===== src/rtl/uart_pkg.sv =====
// Shared types and constants for the UART request/response unit.
// Latency: n/a (declarations only).
// Backpressure: n/a.
package uart_pkg;

    typedef enum logic [1:0] {
        IDLE,
        SEND,
        RECV_WAIT,
        DONE
    } uio_state_t;

    localparam logic RORS_RECV = 1'b0;
    localparam logic RORS_SEND = 1'b1;

    localparam int UART_DATA_BITS = 8;

endpackage


===== src/rtl/uart_rx_core.sv =====
// 8N1 UART deserializer with a 2-FF input synchronizer and a start-bit glitch filter.
// Latency: o_valid/o_frame_err pulse one cycle after the mid-stop-bit sample.
// Backpressure: none; every good frame produces a one-cycle o_valid pulse.
module uart_rx_core #(
    parameter int CLK_PER_BIT = 868
) (
    input  logic       clk,
    input  logic       rstn,
    input  logic       rxd,
    output logic [7:0] o_byte,
    output logic       o_valid,
    output logic       o_frame_err
);
    import uart_pkg::*;

    localparam int CW = $clog2(CLK_PER_BIT);
    localparam int BW = $clog2(UART_DATA_BITS);
    localparam logic [CW-1:0] HALF_M1 = CW'(CLK_PER_BIT / 2 - 1);
    localparam logic [CW-1:0] FULL_M1 = CW'(CLK_PER_BIT - 1);

    typedef enum logic [1:0] {
        RX_IDLE,
        RX_START,
        RX_DATA,
        RX_STOP
    } rx_state_t;

    rx_state_t     r_state;
    rx_state_t     w_state_nxt;
    logic [1:0]    r_sync;
    logic          r_rxd_prev;
    logic [CW-1:0] r_cnt;
    logic [BW-1:0] r_bit_idx;
    logic [7:0]    r_shift;
    logic          r_valid;
    logic          r_frame_err;

    logic w_rxs;
    logic w_fall;
    logic w_half;
    logic w_full;
    logic w_cnt_clr;
    logic w_shift_en;
    logic w_push;
    logic w_ferr;

    assign w_rxs  = r_sync[1];
    assign w_fall = r_rxd_prev & ~w_rxs;
    assign w_half = (r_cnt == HALF_M1);
    assign w_full = (r_cnt == FULL_M1);

    assign o_byte      = r_shift;
    assign o_valid     = r_valid;
    assign o_frame_err = r_frame_err;

    // Frame state register.
    always_ff @(posedge clk or negedge rstn) begin
        if (!rstn) begin
            r_state <= RX_IDLE;
        end else begin
            r_state <= w_state_nxt;
        end
    end

    // Frame sequencing: start re-check at half bit, then full-bit samples for data and stop.
    always_comb begin
        w_state_nxt = r_state;
        w_cnt_clr   = 1'b0;
        w_shift_en  = 1'b0;
        w_push      = 1'b0;
        w_ferr      = 1'b0;
        unique case (r_state)
            RX_IDLE: begin
                if (w_fall) begin
                    w_cnt_clr   = 1'b1;
                    w_state_nxt = RX_START;
                end
            end
            RX_START: begin
                if (w_half) begin
                    w_cnt_clr   = 1'b1;
                    // A line that is high again at mid-start was only a glitch.
                    w_state_nxt = w_rxs ? RX_IDLE : RX_DATA;
                end
            end
            RX_DATA: begin
                if (w_full) begin
                    w_cnt_clr  = 1'b1;
                    w_shift_en = 1'b1;
                    if (r_bit_idx == BW'(UART_DATA_BITS - 1)) begin
                        w_state_nxt = RX_STOP;
                    end
                end
            end
            RX_STOP: begin
                if (w_full) begin
                    w_push      = w_rxs;
                    w_ferr      = ~w_rxs;
                    w_state_nxt = RX_IDLE;
                end
            end
            default: w_state_nxt = RX_IDLE;
        endcase
    end

    // Synchronizer, bit timer, shift register and result pulses.
    always_ff @(posedge clk or negedge rstn) begin
        if (!rstn) begin
            r_sync      <= 2'b11;
            r_rxd_prev  <= 1'b1;
            r_cnt       <= '0;
            r_bit_idx   <= '0;
            r_shift     <= '0;
            r_valid     <= 1'b0;
            r_frame_err <= 1'b0;
        end else begin
            r_sync      <= {r_sync[0], rxd};
            r_rxd_prev  <= w_rxs;
            r_cnt       <= w_cnt_clr ? '0 : r_cnt + 1'b1;
            r_valid     <= w_push;
            r_frame_err <= w_ferr;
            if (r_state == RX_START) begin
                r_bit_idx <= '0;
            end else if (w_shift_en) begin
                r_bit_idx <= r_bit_idx + 1'b1;
            end
            if (w_shift_en) begin
                r_shift <= {w_rxs, r_shift[7:1]};
            end
        end
    end

endmodule


===== src/rtl/uart_io_unit.sv =====
// Responder for the controller's uart_go/uart_done handshake: 8N1 transmit or FIFO'd receive.
// Latency: send done at 10*CLK_PER_BIT+1 cycles after go; receive done 2 cycles after go or after the push.
// Backpressure: go is ignored while busy; RX bytes arriving to a full FIFO are dropped and flagged.
module uart_io_unit #(
    parameter int CLK_PER_BIT = 868,
    parameter int FIFO_DEPTH  = 16
) (
    input  logic        clk,
    input  logic        rstn,
    input  logic        uart_go,
    input  logic        rors,
    input  logic [7:0]  wdata,
    output logic        uart_done,
    output logic [31:0] rdata,
    output logic        txd,
    input  logic        rxd,
    output logic        rx_overrun,
    output logic        rx_frame_err
);
    import uart_pkg::*;

    localparam int CW = $clog2(CLK_PER_BIT);
    localparam int AW = $clog2(FIFO_DEPTH);

    uio_state_t    r_state;
    uio_state_t    w_state_nxt;

    logic [CW-1:0] r_tx_cnt;
    logic [3:0]    r_tx_bit;
    logic [8:0]    r_tx_sr;
    logic          r_txd;

    logic [AW:0]   r_wr_ptr;
    logic [AW:0]   r_rd_ptr;
    logic [7:0]    r_mem [FIFO_DEPTH];
    logic [31:0]   r_rdata;
    logic          r_overrun;
    logic          r_frame_err;

    logic [7:0]    w_rx_byte;
    logic          w_rx_valid;
    logic          w_rx_ferr;
    logic [AW:0]   w_count;
    logic          w_empty;
    logic          w_full;
    logic          w_push;
    logic          w_drop;
    logic          w_pop;
    logic          w_tx_load;
    logic          w_tx_bit_end;
    logic          w_tx_last;

    uart_rx_core #(
        .CLK_PER_BIT(CLK_PER_BIT)
    ) u_rx (
        .clk         (clk),
        .rstn        (rstn),
        .rxd         (rxd),
        .o_byte      (w_rx_byte),
        .o_valid     (w_rx_valid),
        .o_frame_err (w_rx_ferr)
    );

    // Occupancy comes from registered pointers, so a pop never sees a same-cycle push.
    assign w_count = r_wr_ptr - r_rd_ptr;
    assign w_empty = (w_count == '0);
    assign w_full  = (w_count == (AW + 1)'(FIFO_DEPTH));
    assign w_push  = w_rx_valid & (~w_full | w_pop);
    assign w_drop  = w_rx_valid & w_full & ~w_pop;

    // Bit slot 0 is the start bit, 1..8 data, 9 the stop bit.
    assign w_tx_bit_end = (r_tx_cnt == CW'(CLK_PER_BIT - 1));
    assign w_tx_last    = w_tx_bit_end & (r_tx_bit == 4'(UART_DATA_BITS + 1));

    assign uart_done    = (r_state == DONE);
    assign rdata        = r_rdata;
    assign txd          = r_txd;
    assign rx_overrun   = r_overrun;
    assign rx_frame_err = r_frame_err;

    // Handshake state register.
    always_ff @(posedge clk or negedge rstn) begin
        if (!rstn) begin
            r_state <= IDLE;
        end else begin
            r_state <= w_state_nxt;
        end
    end

    // Request decode, send completion and receive pop.
    always_comb begin
        w_state_nxt = r_state;
        w_tx_load   = 1'b0;
        w_pop       = 1'b0;
        unique case (r_state)
            IDLE: begin
                if (uart_go) begin
                    if (rors == RORS_SEND) begin
                        w_tx_load   = 1'b1;
                        w_state_nxt = SEND;
                    end else begin
                        w_state_nxt = RECV_WAIT;
                    end
                end
            end
            SEND: begin
                if (w_tx_last) begin
                    w_state_nxt = DONE;
                end
            end
            RECV_WAIT: begin
                if (!w_empty) begin
                    w_pop       = 1'b1;
                    w_state_nxt = DONE;
                end
            end
            DONE:    w_state_nxt = IDLE;
            default: w_state_nxt = IDLE;
        endcase
    end

    // Transmit shifter: txd is registered so the start bit appears the cycle after go.
    always_ff @(posedge clk or negedge rstn) begin
        if (!rstn) begin
            r_txd    <= 1'b1;
            r_tx_sr  <= '1;
            r_tx_cnt <= '0;
            r_tx_bit <= '0;
        end else if (w_tx_load) begin
            r_txd    <= 1'b0;
            r_tx_sr  <= {1'b1, wdata};
            r_tx_cnt <= '0;
            r_tx_bit <= '0;
        end else if (r_state == SEND) begin
            if (w_tx_bit_end) begin
                r_tx_cnt <= '0;
                if (!w_tx_last) begin
                    r_tx_bit <= r_tx_bit + 1'b1;
                    r_txd    <= r_tx_sr[0];
                    r_tx_sr  <= {1'b1, r_tx_sr[8:1]};
                end
            end else begin
                r_tx_cnt <= r_tx_cnt + 1'b1;
            end
        end
    end

    // FIFO storage; contents need no reset since the pointers define validity.
    always_ff @(posedge clk) begin
        if (w_push) begin
            r_mem[r_wr_ptr[AW-1:0]] <= w_rx_byte;
        end
    end

    // FIFO pointers, read-data register and sticky error flags.
    always_ff @(posedge clk or negedge rstn) begin
        if (!rstn) begin
            r_wr_ptr    <= '0;
            r_rd_ptr    <= '0;
            r_rdata     <= '0;
            r_overrun   <= 1'b0;
            r_frame_err <= 1'b0;
        end else begin
            if (w_push) begin
                r_wr_ptr <= r_wr_ptr + 1'b1;
            end
            if (w_pop) begin
                r_rd_ptr <= r_rd_ptr + 1'b1;
                r_rdata  <= {24'h0, r_mem[r_rd_ptr[AW-1:0]]};
            end
            if (w_drop) begin
                r_overrun <= 1'b1;
            end
            if (w_rx_ferr) begin
                r_frame_err <= 1'b1;
            end
        end
    end

endmodule


===== config.mk =====
export PLATFORM = sky130hd
export DESIGN_NAME = uart_io_unit
export DESIGN_NICKNAME = d
export VERILOG_FILES = /design/src/rtl/uart_pkg.sv /design/src/rtl/uart_rx_core.sv /design/src/rtl/uart_io_unit.sv
export SDC_FILE = /design/constraint.sdc
export NUM_CORES = 1
export LEC_CHECK = 0
export BUFFER_PORTS_ARGS = -buffer_cell sky130_fd_sc_hd__buf_4
export CORE_MARGIN = 2
export CORE_UTILIZATION = 60
export DETAILED_ROUTE_END_ITERATION = 16
export PLACE_DENSITY = 0.84
export SETUP_SLACK_MARGIN = 0.2
export SYNTH_ARGS = -nofsm -noshare
export SYNTH_HDL_FRONTEND = slang
export SYNTH_SLANG_ARGS = --single-unit
export TNS_END_PERCENT = 20

===== constraint.sdc =====
create_clock -name clk -period 7.8 [get_ports clk]
set_input_delay 0.78 -clock clk [delete_from_list [all_inputs] [get_ports clk]]
set_output_delay 0.78 -clock clk [all_outputs]
set_load 0.05 [all_outputs]

==> flow_metrics.env <==
export IMPL_drt_wirelength_per_cell_um=23.1
export IMPL_min_cycle_time_layout_ps=3360
export IMPL_number_of_drc_markers_in_iteration_0=598
export IMPL_vias=4931
export IMPL_setup_reg_to_reg_worst_slack_ps=4440
export IMPL_yosys_most_used_dff="edfxtp_1"
export IMPL_final_layout_size_suffix_gt1_share_pct=22.2
export IMPL_synthesis_instances=570
export IMPL_setup_viol=0
export IMPL_hpwlAfterDp_um=11300
export IMPL_crit_path_max_incr_delay_ps=540
export IMPL_firstDrtPassIters=5
export IMPL_initial_utilization_pct=60.9
export IMPL_routed_wl_um=18300
export IMPL_dieArea_mm2=0.0156
export IMPL_n_antenna_cell=0
export IMPL_worst_ir_drop_vdd_uv=281
export IMPL_worst_clock_skew_ps=8.97
export IMPL_first_pass_grt_wire_length_um=28800
export IMPL_worst_ep_required_time_ps=7960
export IMPL_synth_edf_count=128
export IMPL_postRouteAntennaNets=0
export IMPL_avgSynthCellArea_um2=15.3
export IMPL_remaining_design_rule_violation_count=0
export IMPL_placement_io_buffers=24
export IMPL_min_from="u_rx.r_sync[0]"
export IMPL_critical_r2r_capture="r_mem[9][7]"
export IMPL_hold_depth=0
export IMPL_power_total_mw=2.52
export IMPL_boundaryPins=49
export IMPL_synth_seq_cells=201
export IMPL_area_used_by_multi_input_combinational_logic_mm2=0.00276
export IMPL_layout_area_overhead_vs_synth_pct=10.4
export IMPL_overflow=0
export IMPL_numCtsBuffers=20
export IMPL_crit_path_cell_trace="buf_4, ha_1, nor2b_1, o211a_1, o21ai_0, and2_1, o31a_1, and4_1"
export IMPL_leakage_nw=3.35
export IMPL_status="complete, no violations"
export IMPL_cp_end_kind="register"
export IMPL_start_kind="register"
export IMPL_postSynth_asyncResetShare_pct=36.3
export IMPL_timing_final_max_slew_violations=0
export IMPL_max_slew_margin_rel_pct=20.3
export IMPL_hold_buffer_count_at_cts=0
export IMPL_tritoncts="built"
export IMPL_post_cts_resized_instances=0
export IMPL_grt_max_degree=74
export IMPL_clock_insertion_delay_worst_skew_ps=500
export IMPL_setup_tns_final_ps=0
export IMPL_seqCellArea_mm2=0.00569
export IMPL_hold_path_class="register to register"
export IMPL_clk_transition_reported_paths_ps=60
export IMPL_groute_usage_overall_pct=24.2
export IMPL_gp_congestion=0.846
export IMPL_htree_num_levels=1
export IMPL_synth_distinct_cells=55
export IMPL_root_buffer="clkbuf_16"
export IMPL_fmaxAchievable_mhz=298
export IMPL_critical_register_to_register_path_startpoint="r_rd_ptr[0]"
export IMPL_timing_max_cap_violations=0
export IMPL_worst_r2r_cell_count=8
export IMPL_grt_pass1_vias=4907
export IMPL_type_of_the_setup_path_with_the_least_slack="register to register"
export IMPL_post_cts_setup_buffer_count=0
export IMPL_fin_crit_sh_pct=43.1
export IMPL_critical_path_slowest_cell="buf_4"
export IMPL_cts_root_to_sink_buffers=3
export IMPL_critical_path_peak_fanout=36
export IMPL_cellPowerDensity_mw_per_mm2=261
export IMPL_post_synthesis_sequential_area_ratio_pct=65.0
export IMPL_fp_coreArea_mm2=0.0144
export IMPL_antenna_found_initial=0
export IMPL_worst_endpoint_arrival_ps=3520
export IMPL_die_height_um=125
export IMPL_via_per_inst=6.22
export IMPL_syn_area_mm2=0.00875
export IMPL_placementRows=44
export IMPL_grt_setup_unrepaired="false"
export IMPL_chipWidth_um=125
export IMPL_cts_sink_count=201
export IMPL_finalNetCount=629
export IMPL_timing_hold_violations_final=0
export IMPL_timing_worst_slew_pin_value_ps=1190
export IMPL_min_to="u_rx.r_sync[1]"
export IMPL_finish_utilization_pct=67.2
export IMPL_fill_cells=923
export IMPL_synth_warnings=0
[through the flow]
stage,hold WS [ps],area [um2],setup WS [ps],cells
6_report,359,9650,4440,793
3_3_place_gp,347,8980,4660,757
4_1_cts,358,9650,4450,793
2_1_floorplan,345,8830,4280,593
3_5_place_dp,350,8980,4480,757
5_1_grt,359,9650,4270,793
[state kept, by name, indices dropped and copies added (netlist names), 2 cells and up, named ones only]
register	count
r_mem	128
r_rd_ptr	5
r_state	2
r_tx_bit	4
r_tx_cnt	10
r_tx_sr	8
r_wr_ptr	5
rdata	8
u_rx.o_byte	8
u_rx.r_bit_idx	3
u_rx.r_cnt	10
u_rx.r_sync	2
[cell usage in the layout, fill, tap and decap left out, types with 3 or more instances in the layout]
cell type	count
edfxtp_1	128
dfrtp_1	60
mux4_2	40
nor2_1	37
nand2_1	33
buf_4	28
conb_1	24
inv_1	23
ha_1	21
clkbuf_16	21
mux2_2	19
nand3_1	15
xnor2_1	14
xor2_1	12
and3_1	12
o21ai_0	12
dfstp_2	12
a21oi_1	11
a31oi_1	10
nand4_1	7
nor3_1	6
and4_1	6
clkbuf_1	6
clkbuf_8	4
o22ai_1	3
or3_1	3
nor4_1	3
[cells in the mapped netlist, drive strengths merged (13+ instances only)]
library cell / n / area, um2
ha: 21 / 263
nand2: 33 / 124
nor2: 37 / 139
xnor2: 14 / 123
dfrtp: 61 / 1530
nand3: 15 / 75.1
buf: 34 / 246
inv: 24 / 90.1
clkbuf: 14 / 52.6
mux4: 40 / 901
edfxtp: 128 / 3840
o21ai: 13 / 65.1
mux2: 19 / 214
[report_power, final]
| group | internal, mW | switching [mW] | leakage (nW) |
|---|---|---|---|
| combinational | 0.0980 | 0.176 | 1.19 |
| clock | 0.597 | 0.386 | 0.332 |
| sequential | 1.20 | 0.0606 | 1.83 |
[cell families (layout without fill, tap and decap cells)]
group / Yosys count / count (layout) / synth area share (%)
DFF: 201 / 201 / 65.0
AOI/OAI and AO/OA: 55 / 55 / 4.33
other: 1 / 24 / 0.0429
muxes: 59 / 59 / 12.7
xor gates and xnor gates: 26 / 26 / 2.60
buffers and inverters: 72 / 88 / 4.45
adders and majority gates: 21 / 21 / 3.00
and+or+nand+nor: 135 / 135 / 7.82
[area by class of cell]
class,instances,share of cell area (%)
Tap cell,184,2.38
Inverter,24,0.933
Clock inverter,5,0.765
Sequential cell,201,58.9
Timing Repair Buffer,28,2.18
Multi-Input combinational cell,320,28.6
Clock buffer,31,6.25
[critical path: cells and delay by family (launching register included)]
family          cells  cell delay, ps
buf+inv             1             540
compound gates      3             900
fa+ha+maj           1             290
flops               1             350
simple gates        3             940
[worst max path at each step]
| stage | startpoint | endpoint | slack [ps] | cells past startpoint |
|---|---|---|---|---|
| 2_1_floorplan | r_rd_ptr[1] | r_mem[7][0] | 4280 | 11 |
| 3_3_place_gp | r_rd_ptr[0] | r_mem[8][0] | 4660 | 8 |
| 3_5_place_dp | r_rd_ptr[0] | r_mem[9][1] | 4480 | 8 |
| 4_1_cts | r_rd_ptr[0] | r_mem[9][7] | 4450 | 8 |
| 5_1_grt | r_rd_ptr[0] | r_mem[2][4] | 4270 | 8 |
| 6_report | r_rd_ptr[0] | r_mem[9][7] | 4440 | 8 |
[routing by layer]
| metal | vias to the layer above | routed length, um | track usage [%] |
|---|---|---|---|
| li1 | 2146 | - | - |
| met1 | 2511 | 7110 | 34.5 |
| met2 | 247 | 9520 | 40.6 |
| met3 | 27 | 1370 | 3.52 |
| met4 | 0 | 323 | 5.02 |
| met5 | - | 0 | 0 |
Power figures use the tool's default switching activity.
